<file path="config.mk">
export PLATFORM = sky130hd
export DESIGN_NAME = norm_unit
export DESIGN_NICKNAME = d
export VERILOG_FILES = /design/src/rtl/norm_unit.sv
export SDC_FILE = /design/constraint.sdc
export NUM_CORES = 1
export LEC_CHECK = 0
export ABC_AREA = 1
export CORE_MARGIN = 2
export CORE_UTILIZATION = 41
export DETAILED_ROUTE_END_ITERATION = 16
export GPL_TIMING_DRIVEN = 0
export PLACE_DENSITY = 0.76
export SYNTH_ARGS = -nofsm -noshare
export SYNTH_HDL_FRONTEND = slang
export SYNTH_SLANG_ARGS = --single-unit
</file>
<file path="constraint.sdc">
create_clock -name clk -period 1.6 [get_ports clk]
set_input_delay 0.32 -clock clk [delete_from_list [all_inputs] [get_ports clk]]
set_output_delay 0.32 -clock clk [all_outputs]
set_load 0.02 [all_outputs]
</file>
<file path="src/rtl/norm_unit.sv">
// norm_unit: iterative Re/Im normalizer (start/busy/done handshake; mode/sgn select, Res_x/ShiftAmount_x/Zero_x results)
module norm_unit #(
  parameter int DATA_WIDTH = 16,
  parameter int SA_WIDTH   = $clog2(DATA_WIDTH)
) (
  input  logic                  clk,
  input  logic                  rst,
  input  logic                  start,
  input  logic                  mode,
  input  logic                  sgn,
  input  logic [DATA_WIDTH-1:0] InA_Re,
  input  logic [DATA_WIDTH-1:0] InA_Im,
  output logic                  busy,
  output logic                  done,
  output logic [DATA_WIDTH-1:0] Res_Re,
  output logic [DATA_WIDTH-1:0] Res_Im,
  output logic [SA_WIDTH-1:0]   ShiftAmount_Re,
  output logic [SA_WIDTH-1:0]   ShiftAmount_Im,
  output logic                  Zero_Re,
  output logic                  Zero_Im
);
  typedef enum logic {IDLE, SHIFT} state_t;
  localparam logic [SA_WIDTH-1:0] SA_MAX = SA_WIDTH'(DATA_WIDTH - 1);
  localparam logic [SA_WIDTH-1:0] SA_ONE = SA_WIDTH'(1);
  state_t state_q, state_d;
  logic [DATA_WIDTH-1:0] re_q, re_d, im_q, im_d;
  logic [SA_WIDTH-1:0] sre_q, sre_d, sim_q, sim_d;
  logic zre_q, zre_d, zim_q, zim_d, mode_q, mode_d, sgn_q, sgn_d, done_q, done_d;
  logic stop_re, stop_im, fin;
  assign stop_re = (sgn_q ? re_q[DATA_WIDTH-1] ^ re_q[DATA_WIDTH-2] : re_q[DATA_WIDTH-1]) | (sre_q == SA_MAX);
  assign stop_im = (sgn_q ? im_q[DATA_WIDTH-1] ^ im_q[DATA_WIDTH-2] : im_q[DATA_WIDTH-1]) | (sim_q == SA_MAX);
  // complex mode ends on the first stopped lane so both lanes keep a common amount
  assign fin = mode_q ? stop_re | stop_im : stop_re & stop_im;
  always_comb begin
    state_d = state_q;
    re_d    = re_q;
    im_d    = im_q;
    sre_d   = sre_q;
    sim_d   = sim_q;
    zre_d   = zre_q;
    zim_d   = zim_q;
    mode_d  = mode_q;
    sgn_d   = sgn_q;
    done_d  = 1'b0;
    if (state_q == IDLE) begin
      if (start) begin
        state_d = SHIFT;
        re_d    = InA_Re;
        im_d    = InA_Im;
        sre_d   = '0;
        sim_d   = '0;
        zre_d   = InA_Re == '0;
        zim_d   = InA_Im == '0;
        mode_d  = mode;
        sgn_d   = sgn;
      end
    end else if (fin) begin
      state_d = IDLE;
      done_d  = 1'b1;
    end else begin
      re_d  = stop_re ? re_q : re_q << 1;
      sre_d = stop_re ? sre_q : sre_q + SA_ONE;
      im_d  = stop_im ? im_q : im_q << 1;
      sim_d = stop_im ? sim_q : sim_q + SA_ONE;
    end
  end
  always_ff @(posedge clk) begin
    if (rst) begin
      state_q <= IDLE;
      re_q    <= '0;
      im_q    <= '0;
      sre_q   <= '0;
      sim_q   <= '0;
      zre_q   <= 1'b0;
      zim_q   <= 1'b0;
      mode_q  <= 1'b0;
      sgn_q   <= 1'b0;
      done_q  <= 1'b0;
    end else begin
      state_q <= state_d;
      re_q    <= re_d;
      im_q    <= im_d;
      sre_q   <= sre_d;
      sim_q   <= sim_d;
      zre_q   <= zre_d;
      zim_q   <= zim_d;
      mode_q  <= mode_d;
      sgn_q   <= sgn_d;
      done_q  <= done_d;
    end
  end
  assign busy           = state_q == SHIFT;
  assign done           = done_q;
  assign Res_Re         = re_q;
  assign Res_Im         = im_q;
  assign ShiftAmount_Re = sre_q;
  assign ShiftAmount_Im = sim_q;
  assign Zero_Re        = zre_q;
  assign Zero_Im        = zim_q;
endmodule

</file>
==> summary.md, run 1 <==
| Metric | Value |
|---|---|
| Crit-path slowest cell | `dfxtp_4` |
| Slew margin rel. | `roughly two thirds` |
| Largest net degree at the start of global routing | `14` |
| Synth unique cells | `24` |
| FILL cells | `539` |
| Yosys Warn Count | `0` |
| Drt initial violations | `approximately 120` |
| Clock power frac | `around 22%` |
| Clock root buffer | `clkbuf_8` |
| P_sw | `1.23 mW` |
| ANT nets after route | `0` |
| GR Util All Layers | `21.2%` |
| Grt total ovfl | `0` |
| Top cell type by total area after synthesis | `dfxtp_1` |
| Buffers on Ports | `80` |
| Residual DRC count | `0` |
| Sequential share of the synthesized area | `38.2%` |
| Crit start category | `register` |
| Max-Cap Viols | `0` |
| Worst setup path startpoint | `ShiftAmount_Im[1]` |
| Fin crit share | `101%` |
| Number of global-route vias before repair | `2,452` |
| Final Instance Area | `about 3700 um2` |
| Crit-path cells | `ha_4, nand3_2, nand2_2, nor2_4, nand2_4, nand3_4, nand3_4, clkbuf_16, nand2_2, nand2_1, nor2_1` |
| Placed inst area | `3310 um2` |
| GP Congestion | `0.874` |
| Final Non-Filler Cells | `between 500 and 600` |
| Drt pass-1 iters | `4` |
| Post-DP HPWL | `5.01 mm` |
| Final Slew Violations | `0` |
| Post-Synthesis Cells | `around 380` |
| Tmin final | `1620 ps` |
| Hold Vio Cnt, Final | `0` |
| Max Root-Sink Buffers | `2` |
| Die height | `80.7 um` |
| Hold crit path type | `reg2reg` |
| Core Area | `5610 um2` |
| Flop2flop setup slack | `-20 ps` |
| Cell Int Power | `2.19 mW` |
| Clock latency on the worst-skew pair | `around 300 ps` |
| Status | `finished, violations left` |
| Sequential power share | `~40%` |
| Hold_buf cts | `0` |
| # nets final | `511` |
| Chip Width | `80.7 um` |
| Most frequent cells in the layout | `nand2_1, nor2_1, clkdlybuf4s50_1` |
| Flops & latches, synth | `46` |
| Avg WL per Cell | `13.4 um` |
| Combinational Power Share | `37.7%` |
| Multi-input logic area | `1410 um2` |
| Layout cells sized above 1 | `19.9%` |
| Synth Area in Compound Gates | `10.6%` |
| Pwr Density | `913 nW/um2` |
| CP max stage delay | `370 ps` |
| Simple-Gate Fraction of Synth Area | `38.6%` |
| Min-delay src | `Zero_Re` |
| ANT cells | `0` |
| CP Max Fanout | `7` |
| RSZ-0062 raised after global routing | `yes` |
| # setup viols final | `5` |
| Sink Count | `between 40 and 50` |
| Vias | `2,697` |
| H-tree depth | `2` |
| Die footprint | `6520 um2` |
| Total clock buffers created by CTS | `5` |
| Commonest non-fill, non-tap cell in the layout | `nand2_1` |
| Area share of the largest cell type after synthesis | `38.2%` |
| Post-Synth XOR/XNOR Area | `0.726%` |
| Largest family of logic cells by synthesized area | `simple AND/OR/NAND/NOR gates` |
| Syn avg cell area | `6.42 um2` |
| Worst Clk Skew | `4.45 ps` |
| CP endpoint kind | `register` |
| CTS tree | `yes` |
| Initial antenna violation count | `0` |
| Sw frac | `35.9%` |
| Fmax | `618 MHz` |
| Syn nets | `approximately 420` |
| Crit Path Class | `reg2reg` |
| First-pass GRT wire length | `10.8 mm` |
| Failing checks | `negative setup slack` |
| Worst-path clk slew | `90 ps` |
| Worst-Margin Slew | `just over 500 ps` |
| Final worst slack | `-17.4 ps` |
| CP arrival | `1860 ps` |
| Cell Area, Synth | `around 2400 um2` |
| Row count | `27` |
| Register Area | `933 um2` |
| Leak | `1.87 nW` |
| Area contributors post-synth | `dfxtp_1, nand2_1, nor2_1` |
| DRT Wirelength | `7.32 mm` |
| I/O pin total | `81` |
| Reg2Reg Launch Point | `ShiftAmount_Im[1]` |
| DP Cell Count | `528` |
| Peak VDD IR | `0.000618 V` |
| Vias per inst | `4.95` |
| Initial core utilization | `between 40% and 50%` |
| Syn-to-layout area delta | `55.0%` |
| Mux share of post-synthesis cell area | `0%` |
| WP data required | `1840 ps` |
| Post-Synth Adder-Cell Area | `1.04%` |
==> path summary, 6_finish.rpt <==
kind	to	cells after the start
setup / recovery	ShiftAmount_Re[2]	11
hold / removal	Zero_Re	2
hold reg to reg	Zero_Re	2
setup reg to reg	ShiftAmount_Re[2]	11
==> per-layer routing <==
metal | track usage, % | wire [um] | up-vias
li1 | - | - | 1373
met1 | 25.1 | 3110 | 1236
met2 | 37.3 | 3610 | 82
met3 | 5.17 | 543 | 6
met4 | 7.29 | 62 | 0
met5 | 0 | 0 | -
==> power by group through the flow <==
stage / clock [mW] / sequential (mW) / combinational, mW
global route: 0.794 / 1.39 / 1.40
global placement: 0 / 1.39 / 1.10
detailed placement: 0 / 1.39 / 1.12
floorplan: 0 / 1.53 / 0.511
CTS: 0.752 / 1.37 / 1.12
finish: 0.753 / 1.37 / 1.29
==> state kept, by name (all words and copies together) (netlist names) <==
name	count
ShiftAmount_Re	4
mode_q	1
busy	1
Res_Re	16
done	1
Zero_Im	1
sgn_q	1
Zero_Re	1
ShiftAmount_Im	4
Res_Im	16
==> through the flow <==
stage	TNS (ps)	hold WS [ps]	setup slack (ps)	utilization, %	power (mW)
after floorplan	0	389	8.06	-	2.04
after global placement	-9680	438	-438	59.0	2.49
after detailed placement	-10110	473	-425	59.0	2.51
after CTS	-6.45	496	-6.45	61.2	3.24
after global routing	-1250	508	-119	66.7	3.59
final	-38.8	497	-17.4	66.7	3.41
==> kinds of logic after synthesis <==
logic type	after synthesis
simple gates	213
buf+inv	63
compound gates	50
flops	46
xor+xnor	2
fa+ha+maj	2
==> area by class of cell <==
cell class	instances	share of cell area, %
multi-input cells	267	37.8
clock buffers	7	2.31
clock inverters	1	0.134
repair buffers	89	24.4
flip-flops and latches	46	24.9
plain buffers	18	3.41
inverters	45	4.58
well taps	72	2.41
==> synth_stat cells (all sizes together) <==
cell type / number
a21oi: 7
a22o: 1
buf: 11
clkbuf: 7
dfxtp: 46
ha: 2
inv: 45
nand2: 108
nand3: 14
nand4: 12
nor2: 73
nor4: 5
o21ai: 41
o31ai: 1
or2: 1
xnor2: 1
xor2: 1
==> critical path: cells and delay by family (launching register included) <==
kind          cells  cell delay (ps)
fa+ha+maj         1              160
flops             1              370
simple gates      9              800
buf+inv           1              230
==> timing repair <==
action | in CTS | in global routing
pin swaps | 1 | 17
setup buffers | 1 | 6
endpoints found under the setup margin | 53 | 50
resized for setup | 34 | 70
cloned | 0 | 3
(Power assumes the default switching activity.)
==> run 2: changes to the inputs <==
- CAP_MARGIN: not set -> 20
- CORE_UTILIZATION: 41 -> 40
- PLACE_DENSITY: 0.76 -> 0.74
==> summary.md, run 2 (synthesis results as in run 1) <==
| Metric | Value |
|---|---|
| Avg WL per Cell | `around 13 um` |
| Largest net degree at the start of global routing | `15` |
| Chip Width | `approximately 82 um` |
| Fin crit share | `101%` |
| Crit start category | `register` |
| DRT Wirelength | `slightly above 7 mm` |
| Drt pass-1 iters | `4` |
| Initial antenna violation count | `0` |
| Residual DRC count | `0` |
| Pwr Density | `between 900 and 1000 nW/um2` |
| ANT nets after route | `0` |
| Clock latency on the worst-skew pair | `300 ps` |
| Drt initial violations | `128` |
| Post-DP HPWL | `roughly 5 mm` |
| Initial core utilization | `41.0%` |
| FILL cells | `551` |
| Commonest non-fill, non-tap cell in the layout | `nand2_1` |
| Clock root buffer | `clkbuf_8` |
| Leak | `~1.9 nW` |
| # nets final | `a little over 500` |
| Multi-input logic area | `between 1000 and 1500 um2` |
| CP arrival | `1840 ps` |
| Grt total ovfl | `0` |
| Vias | `between 2,000 and 3,000` |
| Sink Count | `46` |
| Hold Vio Cnt, Final | `0` |
| WP data required | `1830 ps` |
| Sequential power share | `39.4%` |
| Bufs and invs on worst path | `1` |
| Sw frac | `34.4%` |
| Max-Cap Viols | `0` |
| H-tree depth | `2` |
| Core Area | `5890 um2` |
| P_sw | `between 1 and 1.5 mW` |
| Number of global-route vias before repair | `2,439` |
| Fmax | `620 MHz` |
| ANT cells | `0` |
| Row count | `28` |
| CTS tree | `yes` |
| I/O pin total | `81` |
| Finished Core Util | `between 60 and 70%` |
| Crit-path cells | `ha_4, nand3_2, nand2_2, nor2_4, nand2_2, nand3_4, nand3_4, buf_12, nand2_2, nand2_1, nor2_1` |
| Most frequent cells in the layout | `nand2_1, nor2_1, clkdlybuf4s50_1` |
| Register Area | `936 um2` |
| Die footprint | `6670 um2` |
| Final Non-Filler Cells | `547` |
| Buffers on Ports | `80` |
| # setup viols final | `4` |
| Worst-Margin Slew | `518 ps` |
| GR Util All Layers | `20.9%` |
| Status | `finished, violations left` |
| Hold crit path type | `reg2reg` |
| Cell repeated most along the worst path | `nand2_2` |
| Vias per inst | `just under 5` |
| CP Max Fanout | `7` |
| Crit Path Class | `reg2reg` |
| Syn-to-layout area delta | `54.3%` |
| Clock power frac | `~25%` |
| Worst Clk Skew | `4.77 ps` |
| RSZ-0062 raised after global routing | `yes` |
| CP max stage delay | `370 ps` |
| Final worst slack | `-13.3 ps` |
| Peak VDD IR | `around 0.00043 V` |
| Total clock buffers created by CTS | `5` |
| Layout cells sized above 1 | `approximately 18%` |
| Tmin final | `1610 ps` |
| Failing checks | `negative setup slack` |
| Max Root-Sink Buffers | `2` |
| Cell family with most CP delay | `simple AND/OR/NAND/NOR gates` |
| Worst-path clk slew | `90 ps` |
| GP Congestion | `0.856` |
| Slew margin rel. | `between 60 and 70%` |
| Die height | `slightly above 80 um` |
| Crit-path slowest cell | `dfxtp_4` |
| Hold_buf cts | `0` |
| Combinational Power Share | `36.0%` |
| Final Slew Violations | `0` |
| Cell Int Power | `2.29 mW` |
| CP endpoint kind | `register` |
| First-pass GRT wire length | `11.0 mm` |
| DP Cell Count | `approximately 530` |
==> run 2: cell types whose count changed in the layout (fill, tap and decap cells not counted), sizes merged <==
cell | previous run | this run
clkbuf | 16 | 14
dlygate4sd2 | 17 | 21
bufinv | 0 | 1
clkinv | 1 | 0
clkdlybuf4s50 | 52 | 46
dlymetal6s2s | 11 | 13
clkinvlp | 0 | 1
==> run 2: repair_timing <==
action                                  CTS  global route
setup buffers                             3             3
endpoints found under the hold margin     0             0
endpoints found under the setup margin   57            54
resized for setup                        34            64
gates cloned                              0             3
pin swaps                                 0            15
==> run 2: metal layers <==
layer	track usage, %	share of wire [%]	up-vias
li1	-	-	1364
met1	25.5	43	1208
met2	36.1	48	93
met3	5.71	8.2	9
met4	5.50	1.0	0
met5	0	0	-
==> run 2: cell type report <==
type                    instances  share of cell area, %
plain buffers                  17                   3.33
clock buffers                   6                   1.95
clock inverters                 2                   1.01
inverters                      45                   4.60
multi-input cells             267                   36.9
flip-flops and latches         46                   25.1
well taps                      75                   2.52
repair buffers                 89                   24.5
==> run 2: final timing paths <==
kind	depth (start not counted)	to	start	slack, ps
max	11	Res_Re[6]	ShiftAmount_Im[0]	-10
min	1	ShiftAmount_Im[0]	ShiftAmount_Im[0]	470
max reg2reg	11	Res_Re[6]	ShiftAmount_Im[0]	-10
min reg2reg	1	ShiftAmount_Im[0]	ShiftAmount_Im[0]	470
==> run 2: power groups by stage <==
stage          logic (mW)  registers [mW]  clock network, mW
5_1_grt              1.37            1.39              0.927
2_1_floorplan       0.511            1.53                  0
6_report             1.26            1.38              0.859
3_5_place_dp         1.12            1.39                  0
4_1_cts              1.12            1.37              0.877
3_3_place_gp         1.11            1.39                  0
==> run 2: metrics by stage <==
step | hold WS (ps) | area [um2] | power (mW) | worst slack [ps] | TNS [ps]
floorplan | 389 | 2420 | 2.04 | 8.06 | 0
global placement | 438 | 3310 | 2.50 | -425 | -9570
detailed placement | 454 | 3310 | 2.51 | -432 | -10040
CTS | 459 | 3450 | 3.37 | -1.51 | -1.51
global route | 497 | 3720 | 3.69 | -94.2 | -1260
finish | 471 | 3720 | 3.49 | -13.3 | -35.9
==> run 3: changes to the inputs <==
- CORE_MARGIN: 2 -> 1.5
- CORE_UTILIZATION: 40 -> 41
- PLACE_DENSITY: 0.74 -> 0.76
- TNS_END_PERCENT: not set -> 1
==> summary.md, run 3 (synthesis results as in run 1) <==
| Metric | Value |
|---|---|
| Initial core utilization | `43.0%` |
| Die footprint | `6360 um2` |
| First-pass GRT wire length | `10.9 mm` |
| Hold Vio Cnt, Final | `0` |
| Core Area | `5610 um2` |
| ANT nets after route | `0` |
| Max-Cap Viols | `0` |
| Most frequent cells in the layout | `nand2_1, nor2_1, clkdlybuf4s50_1` |
| Row count | `27` |
| CTS tree | `yes` |
| Avg WL per Cell | `13.1 um` |
| Cell Int Power | `~2.5 mW` |
| Hold_buf cts | `0` |
| Syn-to-layout area delta | `50.3%` |
| Sink Count | `46` |
| GP Congestion | `~0.85` |
| Drt initial violations | `between 150 and 200` |
| CP arrival | `1850 ps` |
| Chip Width | `79.7 um` |
| CP endpoint kind | `register` |
| Sequential power share | `37.6%` |
| Number of global-route vias before repair | `2,446` |
| Total clock buffers created by CTS | `5` |
| P_sw | `1.18 mW` |
| Status | `finished, violations left` |
| Clock latency on the worst-skew pair | `around 310 ps` |
| Leak | `1.71 nW` |
| Layout cells sized above 1 | `between 10% and 20%` |
| Sw frac | `between 30% and 40%` |
| H-tree depth | `2` |
| Post-DP HPWL | `4.94 mm` |
| # setup viols final | `16` |
| Tmin final | `1640 ps` |
| Vias | `between 2,000 and 3,000` |
| Flop2flop setup slack | `-40 ps` |
| Initial antenna violation count | `0` |
| WP data required | `1810 ps` |
| Failing checks | `negative setup slack` |
| Clock power frac | `29.5%` |
| Crit start category | `register` |
| GR Util All Layers | `21.9%` |
| Vias per inst | `5.01` |
| Max Root-Sink Buffers | `2` |
| Setup_tns | `-370 ps` |
| Crit Path Class | `reg2reg` |
| FILL cells | `roughly 540` |
| RSZ-0062 raised after global routing | `yes` |
| Grt total ovfl | `0` |
| Peak VDD IR | `0.000484 V` |
| Fmax | `a little over 600 MHz` |
| Die height | `between 70 and 80 um` |
| # nets final | `512` |
| I/O pin total | `81` |
| Final Slew Violations | `0` |
| Commonest non-fill, non-tap cell in the layout | `nand2_1` |
| Clock root buffer | `clkbuf_8` |
| Combinational Power Share | `32.9%` |
| Worst-path clk slew | `90 ps` |
| Slew margin rel. | `between 60% and 70%` |
| Largest net degree at the start of global routing | `15` |
| CP Max Fanout | `10` |
| Residual DRC count | `0` |
| ANT cells | `0` |
| Drt pass-1 iters | `4` |
| Final Hold Slack | `475 ps` |
| Worst Clk Skew | `5.71 ps` |
| Worst-Margin Slew | `approximately 530 ps` |
| DRT Wirelength | `7.14 mm` |
| Hold crit path type | `reg2reg` |
| Buffers on Ports | `80` |
| Fin crit share | `103%` |
| Pwr Density | `1010 nW/um2` |
| Final worst slack | `-42.8 ps` |
==> run 3: cell count changes in the layout (fill, tap and decap cells not counted), moves of 2 or more <==
cell             previous run  this run
dlymetal6s2s_1             13         0
clkdlybuf4s50_1            46        56
nand2_4                     8         0
nor2_1                     61        66
nand2_1                    88        92
nand2_2                    12        16
nor2_2                     11         7
buf_4                       8        11
dlygate4sd2_1              21        24
o21ai_0                    40        37
o21ai_1                     1         4
inv_1                      37        39
==> run 3: stage by stage <==
stage / utilization (%) / power (mW) / setup slack [ps] / cell area, um2 / cells
4_1_cts: 62.0 / 3.56 / 1.01 / 3470 / 539
6_report: 64.7 / 3.65 / -42.8 / 3630 / 546
2_1_floorplan: - / 2.04 / 8.06 / 2420 / 376
3_5_place_dp: 59.0 / 2.51 / -443 / 3310 / 528
3_3_place_gp: 59.0 / 2.49 / -434 / 3310 / 528
5_1_grt: 64.7 / 3.83 / -114 / 3630 / 546
==> run 3: power by group through the flow <==
stage	Sequential, mW	Combinational (mW)	Clock [mW]
after floorplan	1.53	0.511	0
after global placement	1.39	1.10	0
after detailed placement	1.39	1.12	0
after CTS	1.36	1.11	1.08
after global routing	1.38	1.31	1.13
final	1.37	1.20	1.07
==> run 3: cell type report <==
cell class,instances,area (um2),share of cell area [%]
clock inverters,2,60.1,1.66
clock buffers,6,82.6,2.28
multi-input cells,267,1300,35.9
repair buffers,90,867,23.9
inverters,45,169,4.66
plain buffers,18,124,3.41
flip-flops and latches,46,932,25.7
well taps,72,90.1,2.48
==> run 3: layer usage <==
| metal | wire (um) | global-route usage [%] | vias to the layer above |
|---|---|---|---|
| met4 | 60 | 6.32 | 0 |
| met1 | 3030 | 25.4 | 1258 |
| met2 | 3350 | 38.9 | 99 |
| met3 | 700 | 6.17 | 6 |
| met5 | 0 | 0 | - |
| li1 | - | - | 1374 |
==> run 3: worst paths after layout <==
check	from	to	cells past startpoint
max	ShiftAmount_Im[1]	ShiftAmount_Re[3]	10
min	Zero_Im	Zero_Im	2
min reg2reg	Zero_Im	Zero_Im	2
max reg2reg	ShiftAmount_Im[1]	ShiftAmount_Re[3]	10
==> run 3: worst max-delay path, cell delays in order, from the launching register on <==
cell and delay [ps]:
dfxtp_4 370, ha_4 160, nand3_2 60, nand2_1 50, nor2_2 170, nand2_2 100
nand3_4 110, nand3_4 150, buf_8 200, nor2_1 100, nor2_1 50
==> run 3: timing repair <==
item | 4_1_cts | 5_1_grt
endpoints found under the setup margin | 60 | 53
cloned | 0 | 2
pin swaps | 1 | 10
resized for setup | 36 | 29
setup buffers | 3 | 5
